===== src/rtl/pipe_pkg.sv =====
// Shared decode-stage definitions: default widths, immediate select codes
// and the ID/EX register bundle.
package pipe_pkg;

    localparam int DEF_DATA_W   = 16;
    localparam int DEF_INSTR_W  = 16;
    localparam int DEF_NUM_REGS = 8;
    localparam int DEF_SEL_W    = 3;
    localparam int DEF_PEND_W   = 2;

    typedef enum logic [2:0] {
        IMM_S5  = 3'd0,
        IMM_Z5  = 3'd1,
        IMM_S8  = 3'd2,
        IMM_Z8  = 3'd3,
        IMM_S11 = 3'd4
    } imm_sel_e;

    typedef struct packed {
        logic                  valid;
        logic [DEF_DATA_W-1:0] a;
        logic [DEF_DATA_W-1:0] b;
        logic [DEF_DATA_W-1:0] imm;
        logic [DEF_SEL_W-1:0]  rd;
        logic                  reg_write;
        logic [DEF_DATA_W-1:0] pc2;
        logic                  halt;
    } id_ex_t;

endpackage


===== src/rtl/regfile_bypass.sv =====
// Two-read, one-write register file; a read of the register being written
// this cycle returns the incoming writeback data.
module regfile_bypass #(
    parameter int NUM_REGS = 8,
    parameter int DATA_W   = 16,
    parameter int SEL_W    = 3
) (
    input  logic              clk,
    input  logic              rst,
    input  logic              we,
    input  logic [SEL_W-1:0]  wsel,
    input  logic [DATA_W-1:0] wdata,
    input  logic [SEL_W-1:0]  rsel_a,
    input  logic [SEL_W-1:0]  rsel_b,
    output logic [DATA_W-1:0] rdata_a,
    output logic [DATA_W-1:0] rdata_b
);

    logic [DATA_W-1:0] regs [NUM_REGS];

    always_ff @(posedge clk) begin
        if (rst) begin
            for (int i = 0; i < NUM_REGS; i++) regs[i] <= '0;
        end else if (we) begin
            regs[wsel] <= wdata;
        end
    end

    assign rdata_a = (we && wsel == rsel_a) ? wdata : regs[rsel_a];
    assign rdata_b = (we && wsel == rsel_b) ? wdata : regs[rsel_b];

endmodule


===== src/rtl/decode_stage_sb.sv =====
// Decode stage: register read with bypass, pending-write scoreboard for RAW
// stalls, immediate extension and the ID/EX pipeline register.
module decode_stage_sb
    import pipe_pkg::*;
#(
    parameter int DATA_W   = DEF_DATA_W,
    parameter int INSTR_W  = DEF_INSTR_W,
    parameter int NUM_REGS = DEF_NUM_REGS,
    parameter int SEL_W    = DEF_SEL_W,
    parameter int PEND_W   = DEF_PEND_W
) (
    input  logic               clk,
    input  logic               rst,
    input  logic               if_valid,
    input  logic [INSTR_W-1:0] if_instr,
    input  logic [DATA_W-1:0]  if_pc2,
    output logic               id_ready,
    input  logic [SEL_W-1:0]   dec_rd,
    input  logic               dec_reg_write,
    input  logic               dec_uses_rs,
    input  logic               dec_uses_rt,
    input  logic [2:0]         dec_imm_sel,
    input  logic               dec_halt,
    input  logic               ex_hold,
    input  logic               flush,
    input  logic               wb_en,
    input  logic [SEL_W-1:0]   wb_reg,
    input  logic [DATA_W-1:0]  wb_data,
    output logic               ex_valid,
    output logic [DATA_W-1:0]  ex_a,
    output logic [DATA_W-1:0]  ex_b,
    output logic [DATA_W-1:0]  ex_imm,
    output logic [SEL_W-1:0]   ex_rd,
    output logic               ex_reg_write,
    output logic [DATA_W-1:0]  ex_pc2,
    output logic               ex_halt,
    output logic               halted,
    output logic               err
);

    localparam logic [PEND_W-1:0] PEND_MAX = '1;
    localparam logic [PEND_W-1:0] PEND_ONE = PEND_W'(1);

    logic [SEL_W-1:0]    rs_sel, rt_sel;
    logic [DATA_W-1:0]   rdata_a, rdata_b;
    logic [DATA_W-1:0]   imm_ext;
    logic                imm_illegal;
    logic                rs_busy, rt_busy, rd_full, hazard, issue;
    logic [PEND_W-1:0]   pend [NUM_REGS];
    logic [NUM_REGS-1:0] pend_inc, pend_dec;
    id_ex_t              id_ex_d, id_ex_q;
    logic                unused_instr;

    assign rs_sel       = if_instr[8 +: SEL_W];
    assign rt_sel       = if_instr[5 +: SEL_W];
    assign unused_instr = ^if_instr[INSTR_W-1:11];

    regfile_bypass #(
        .NUM_REGS(NUM_REGS),
        .DATA_W  (DATA_W),
        .SEL_W   (SEL_W)
    ) u_regfile (
        .clk    (clk),
        .rst    (rst),
        .we     (wb_en),
        .wsel   (wb_reg),
        .wdata  (wb_data),
        .rsel_a (rs_sel),
        .rsel_b (rt_sel),
        .rdata_a(rdata_a),
        .rdata_b(rdata_b)
    );

    // A source whose only outstanding write is retiring right now is not a hazard: the bypass covers it.
    assign rs_busy  = dec_uses_rs && (pend[rs_sel] != '0)
                      && !(pend[rs_sel] == PEND_ONE && wb_en && wb_reg == rs_sel);
    assign rt_busy  = dec_uses_rt && (pend[rt_sel] != '0)
                      && !(pend[rt_sel] == PEND_ONE && wb_en && wb_reg == rt_sel);
    assign rd_full  = dec_reg_write && (pend[dec_rd] == PEND_MAX);
    assign hazard   = rs_busy || rt_busy || rd_full;
    assign id_ready = !hazard && !ex_hold && !halted;
    assign issue    = if_valid && id_ready && !flush;

    always_comb begin
        imm_ext     = '0;
        imm_illegal = 1'b0;
        case (dec_imm_sel)
            IMM_S5:  imm_ext = {{(DATA_W-5){if_instr[4]}}, if_instr[4:0]};
            IMM_Z5:  imm_ext = {{(DATA_W-5){1'b0}}, if_instr[4:0]};
            IMM_S8:  imm_ext = {{(DATA_W-8){if_instr[7]}}, if_instr[7:0]};
            IMM_Z8:  imm_ext = {{(DATA_W-8){1'b0}}, if_instr[7:0]};
            IMM_S11: imm_ext = {{(DATA_W-11){if_instr[10]}}, if_instr[10:0]};
            default: imm_illegal = 1'b1;
        endcase
    end

    always_comb begin
        pend_inc = '0;
        pend_dec = '0;
        for (int r = 0; r < NUM_REGS; r++) begin
            pend_inc[r] = issue && dec_reg_write && (dec_rd == SEL_W'(r));
            pend_dec[r] = wb_en && (wb_reg == SEL_W'(r));
        end
    end

    // An issue and a retirement on the same register cancel out.
    always_ff @(posedge clk) begin
        if (rst) begin
            for (int r = 0; r < NUM_REGS; r++) pend[r] <= '0;
        end else begin
            for (int r = 0; r < NUM_REGS; r++) begin
                if (pend_inc[r] && !pend_dec[r])
                    pend[r] <= pend[r] + PEND_ONE;
                else if (pend_dec[r] && !pend_inc[r] && pend[r] != '0)
                    pend[r] <= pend[r] - PEND_ONE;
            end
        end
    end

    always_comb begin
        id_ex_d = '0;
        if (issue) begin
            id_ex_d.valid     = 1'b1;
            id_ex_d.a         = rdata_a;
            id_ex_d.b         = rdata_b;
            id_ex_d.imm       = imm_ext;
            id_ex_d.rd        = dec_rd;
            id_ex_d.reg_write = dec_reg_write;
            id_ex_d.pc2       = if_pc2;
            id_ex_d.halt      = dec_halt;
        end
    end

    always_ff @(posedge clk) begin
        if (rst) begin
            id_ex_q <= '0;
            halted  <= 1'b0;
            err     <= 1'b0;
        end else begin
            if (!ex_hold) id_ex_q <= id_ex_d;
            halted <= halted || (issue && dec_halt);
            err    <= issue && imm_illegal;
        end
    end

    assign ex_valid     = id_ex_q.valid;
    assign ex_a         = id_ex_q.a;
    assign ex_b         = id_ex_q.b;
    assign ex_imm       = id_ex_q.imm;
    assign ex_rd        = id_ex_q.rd;
    assign ex_reg_write = id_ex_q.reg_write;
    assign ex_pc2       = id_ex_q.pc2;
    assign ex_halt      = id_ex_q.halt;

endmodule


===== config.mk =====
export PLATFORM = sky130hd
export DESIGN_NAME = decode_stage_sb
export DESIGN_NICKNAME = d
export VERILOG_FILES = /design/src/rtl/pipe_pkg.sv /design/src/rtl/regfile_bypass.sv /design/src/rtl/decode_stage_sb.sv
export SDC_FILE = /design/constraint.sdc
export NUM_CORES = 1
export LEC_CHECK = 0
export BUFFER_PORTS_ARGS = -buffer_cell sky130_fd_sc_hd__buf_2
export CORE_MARGIN = 3
export CORE_UTILIZATION = 47
export CTS_CLUSTER_SIZE = 30
export DETAILED_ROUTE_END_ITERATION = 16
export HOLD_SLACK_MARGIN = 0.12
export PLACE_DENSITY_LB_ADDON = 0.08
export SLEW_MARGIN = 20
export SYNTH_ARGS = -nofsm -noshare
export SYNTH_HDL_FRONTEND = slang
export SYNTH_SLANG_ARGS = --single-unit

===== constraint.sdc =====
create_clock -name clk -period 2.8 [get_ports clk]
set_input_delay 0.14 -clock clk [delete_from_list [all_inputs] [get_ports clk]]
set_output_delay 0.14 -clock clk [all_outputs]
set_load 0.02 [all_outputs]

## Yosys cells after proc, flatten, opt, wreduce, memory -nomap -nowiden

Memories as Yosys holds them, arrays and structs flattened.
Index checks and enable logic that the tools add are counted.

| operators by class | value |
|---|---|
| add/sub/neg operators | 16 |
| equal/unequal tests | 23 |
| mux-type cells | 85 |
| bitwise operators | 16 |
| reduce and logical (&&, ||, !) cells | 98 |

Operator list:

| cell | number |
|---|---|
| one-hot mux 16 bit (5 select lines) | 1 |
| two-way mux 70 bit | 1 |
| two-way mux 1 bit | 63 |
| logical AND 1 bit | 58 |
| two-way mux 16 bit | 3 |
| two-way mux 2 bit | 16 |
| == test 3 bit, second input constant | 9 |
| logical NOT 1 bit | 22 |
| nonzero test 2 bit | 10 |
| == test 3 x 2 -> 1 bit, second input constant | 6 |
| adder 2 x 1 -> 2 bit, second input constant | 8 |
| OR 1 bit | 16 |
| OR reduction 16 bit | 1 |
| subtractor 2 x 1 -> 2 bit, second input constant | 8 |
| == test 3 x 1 -> 1 bit, second input constant | 3 |
| logical NOT 3 bit | 3 |
| == test 3 bit | 2 |
| OR reduction 5 bit | 1 |
| == test 2 x 1 -> 1 bit, second input constant | 2 |
| logical OR 1 bit | 3 |
| two-way mux 3 bit | 1 |
| == test 2 bit, second input constant | 1 |

| storage, ports and cells | value |
|---|---|
| register bits after elaboration | 72 |
| bits in writable memories | 144 |
| input bits | 67 |
| output and inout port bits | 73 |
| logic and storage cells | 250 |
| memories kept | 2 |

Memory list:

| name | depth | width | read ports | clocked after Yosys merged registers in | wr ports | line | RTL |
|---|---|---|---|---|---|---|---|
| u_regfile.regs | 8 | 16 | 2 | 0 | 8 | regfile_bypass.sv:19 | `logic [DATA_W-1:0] regs [NUM_REGS];` |
| pend | 8 | 2 | 11 | 0 | 8 | decode_stage_sb.sv:49 | `logic [PEND_W-1:0] pend [NUM_REGS];` |

## Longest topological paths before layout

An unclocked memory read counts as a cell.

| depth | value |
|---|---|
| depth in word-level cells | 23 |
| depth in mapped cells | 9 |
| gate-level depth less buffers | 6 |

## By module

A second synthesis with hierarchy kept.

| second synthesis, totals | value |
|---|---|
| cell total of the unflattened synthesis | 883 |
| area total of the unflattened synthesis | 11448.5 um^2 |

Modules (own cells, without submodules):

| module | times used | cells each | area an instance (um^2) | sequential area each (um^2) |
|---|---|---|---|---|
| regfile_bypass | 1 | 445 | 7453.4 | 3843.7 |
| decode_stage_sb | 1 | 438 | 3995.1 | 1821.7 |

## Worst setup path before layout

No wires, ideal clock.

| timing | value |
|---|---|
| kind | reg-to-reg |
| from | mem pend[7][1] (netlist bit) |
| to | mem pend[2][0] (netlist bit), enable pin |
| library setup time | 0.322 ns |
| arrival time | 2.243 ns |
| slack | 0.235 ns |
| cell stages (with the launch flop) | 8 |
| buffers on the path | 1 |
| path through | edfxtp_1 -> mux4_2 -> nor2b_1 -> a221oi_2 -> a211o_1 -> buf_2 -> or4_1 -> o211ai_1 |

RTL lines:

| what | line |
|---|---|
| from (decl) | decode_stage_sb.sv:49 |

==> summary.md <==
| Metric | Value |
|---|---|
| Most frequent cells in the layout | edfxtp_1 (144), buf_2 (134), nand2_1 (92), and2_1 (80), mux4_2 (73) |
| Crit Path Class | flip-flop to flip-flop |
| # DRC | 0 |
| Vias | 7,936 |
| YS warnings | 0 |
| Dominant synthesized flop cell | edfxtp_1 |
| Outcome | finished, final reports clean |
| Placement row count | 54 |
| Synth Register Bits | 211 |
| Initial drt markers | 654 |
| Area growth syn-to-layout | 22.6% |
| Crit path arrival time | 2.96 ns |
| Congestion Overflow GR | 0 |
| Post-Synthesis Net Count | 945 |
| CTS H-tree depth | 1 |
| Sequential area share after synthesis | 0.526 |
| Crit Path Max Fanout | 8 |
| Pwr Density | 582 nW/um^2 |
| Multi-input logic area | 4780 um^2 |
| Clock latency on the worst-skew pair | 0.52 ns |
| Worst vdd ir | 490 uV |
| Tightest Pin Transition | 0.772 ns |
| Post-Syn Area per Cell | 12.3 um^2 |
| GR Layer Usage met2 | 0.382 |
| Clk slew on worst S/H paths | 0.06 ns |
| Tmin final | 2.76 ns |
| Reg power frac | 0.467 |
| Max Clock Skew | 0.0179 ns |
| TritonCTS clock tree | yes |
| Startpoint Class | flip-flop |
| CTS Root Cell | clkbuf_16 |
| Final Hold Vio Count | 0 |
| CTS Buf Count | 24 |
| Cell area after layout | 13,200 um^2 |
| Post-synth ARST share | 0 |
| Commonest non-fill, non-tap cell in the layout | edfxtp_1 |
| Largest net degree at the start of global routing | 65 |
| Fin Hold WS | 0.270 ns |
| Placement Cell Area | 11,900 um^2 |
| Detailed Place HPWL | 18,100 um |
| Nets | 1,136 |
| Hold WC Path Type | primary input to flip-flop |
| Layout cells sized above 1 | 0.292 |
| Comb power frac | 0.135 |
| Synth unique cells | 53 |
| Data required time at the worst endpoint | 3.00 ns |
| Internal power | 5.79 mW |
| Setup-failing EPs final | 0 |
| CP Capture Type | flip-flop |
| Clock tree buffer depth | 3 |
| Vias in the first global route | 7,769 |
| I/O Pins | 140 |
| Synthesized area | 10,800 um^2 |
| Part of the cycle the worst path needs | 0.985 |
| Filler cell count | 1,784 |
| DIE AREA | 24,800 um^2 |
| Core outline area | 22,200 um^2 |
| Height of the chip | 157 um |
| Peak Freq | 363 MHz |
| Max_slew headroom | 0.485 |
| Port Buf Inserts | 134 |
| Routed WL | 29,500 um |
| GR Util met1 | 0.339 |
| Inserted Diodes | 0 |
| Gpl congestion | 0.921 |
| Final antenna-violating net count | 0 |
| Initial Utilization | 0.486 |
| All-layer global routing usage | 0.237 |
| First-pass GRT wire length | 44,700 um |
| WL per Instance | 21.6 um |
| Psw | 1.90 mW |
| Mapped Cells | 877 |
| Net Sw Frac | 0.247 |
| Clk pwr share | 0.398 |
| GR Layer Usage met3 | 0.0445 |
| Layer with the highest usage | met2 |
| Static Leakage | 5.35 nW |
| Register cell area after layout | 5670 um^2 |
| Number of flops mapped to enable cells by yosys | 144 |
| Die outline width | 157 um |
| First-pass DRT Iterations | 6 |
| CTS sink cnt | 211 |
| # Max-Cap Violations | 0 |
| Vias per inst | 5.81 |
| Initial antenna violation count | 1 |
| Max Slew Vio Count | 0 |
==> cell families (layout without fill, tap and decap cells) <==
kind of cell             count (synthesis)  after routing  share of synthesized area
buffers and inverters                   85            294                     0.0341
AND/OR/NAND/NOR                        305            305                      0.150
flip-flops                             211            211                      0.526
AO/OA/AOI/OAI                          159            159                     0.0969
multiplexers                           110            110                      0.187
XOR/XNOR                                 6              6                    0.00488
adder cells (fa/ha/maj)                  1              1                    0.00116
==> registers in the layout, summed over array words and instances, names as in the netlist <==
register and count:
ex_a 16, ex_rd 3, ex_halt 1, halted 1
ex_b 16, err 1, ex_valid 1, pend 16
ex_pc2 16, u_regfile.regs 128, ex_reg_write 1, ex_imm 11
==> power groups by stage <==
stage               sequential, mW  combinational (mW)  clock (mW)
floorplan                     3.65               0.592           0
global placement              3.65               0.950           0
detailed placement            3.66               0.954           0
CTS                           3.59                1.02        3.12
global route                  3.61                1.13        3.25
finish                        3.59                1.04        3.06
==> worst max-delay path, cell delays in order, from the launching register on <==
cell and delay [ns]:
edfxtp_1 0.46, mux4_2 0.50, o41ai_1 0.10, a221oi_2 0.16
a211o_4 0.38, buf_4 0.15, or4_1 0.53, o211ai_1 0.16
==> synth_stat cells (all sizes together) (2+ instances only) <==
cell type / number / area [um^2]
nand2: 92 / 345
a211oi: 5 / 42.5
buf: 30 / 161
and2: 80 / 500
or2: 3 / 18.8
a31oi: 2 / 12.5
o31ai: 5 / 37.5
nor3: 10 / 55.1
mux2i: 36 / 360
edfxtp: 144 / 4320
nand3: 16 / 80.1
inv: 9 / 33.8
o311ai: 4 / 35.0
o211ai: 8 / 60.1
a211o: 2 / 17.5
a22o: 22 / 193
clkbuf: 46 / 173
nor2: 20 / 75.1
or4: 5 / 37.5
nor4b: 2 / 23.8
dfxtp: 67 / 1340
a21oi: 14 / 70.1
and3: 52 / 325
or3: 2 / 12.5
nor4: 4 / 25.0
o21ai: 76 / 380
mux4: 73 / 1640
a221oi: 3 / 32.5
o21a: 2 / 15.0
nand2b: 4 / 25.0
nand4: 2 / 12.5
nor2b: 13 / 81.3
xor2: 6 / 52.6
o41ai: 4 / 35.0
a32o: 5 / 50.1
==> per-layer routing <==
metal,up-vias,share of wire
li1,3727,-
met4,2,0.017
met1,3837,0.44
met3,46,0.082
met5,-,0.00024
met2,324,0.46
==> per-stage QoR <==
step	setup TNS [ns]	worst slack [ns]	std cells	utilization	power, mW
detailed placement	0	0.0388	1264	0.535	4.61
CTS	0	0.0340	1362	0.594	7.73
global placement	0	0.0610	1264	0.535	4.60
floorplan	0	0.235	877	-	4.25
finish	0	0.0421	1366	0.596	7.69
global route	-0.0460	-0.0231	1366	0.596	7.98
==> repair_timing <==
action,4_1_cts,5_1_grt
setup endpoints to repair,1,13
hold endpoints to repair,178,0
hold buffers,49,0
buffers inserted,5,4
gates resized for setup,1,7
pin swaps,1,3
==> final timing paths <==
kind	start	to	slack, ns	cells past startpoint
hold / removal	wb_reg[0]	pend[3][1]$_SDFFCE_PN0P_	0.27	3
hold reg to reg	ex_imm[6]$_SDFFE_PP0N_	ex_imm[6]$_SDFFE_PP0N_	0.45	2
setup / recovery	pend[2][0]$_SDFFCE_PN0P_	pend[2][0]$_SDFFCE_PN0P_	0.04	7
setup reg to reg	pend[2][0]$_SDFFCE_PN0P_	pend[2][0]$_SDFFCE_PN0P_	0.04	7
==> layout make-up <==
cell class                      instances  share of cell area
Multi-Input combinational cell        581               0.362
Tap cell                              280              0.0265
Sequential cell                       211               0.429
Clock buffer                           34              0.0524
Clock inverter                         10             0.00644
Inverter                                9             0.00256
Timing Repair Buffer                  241               0.122
(Power assumes the default switching activity.)
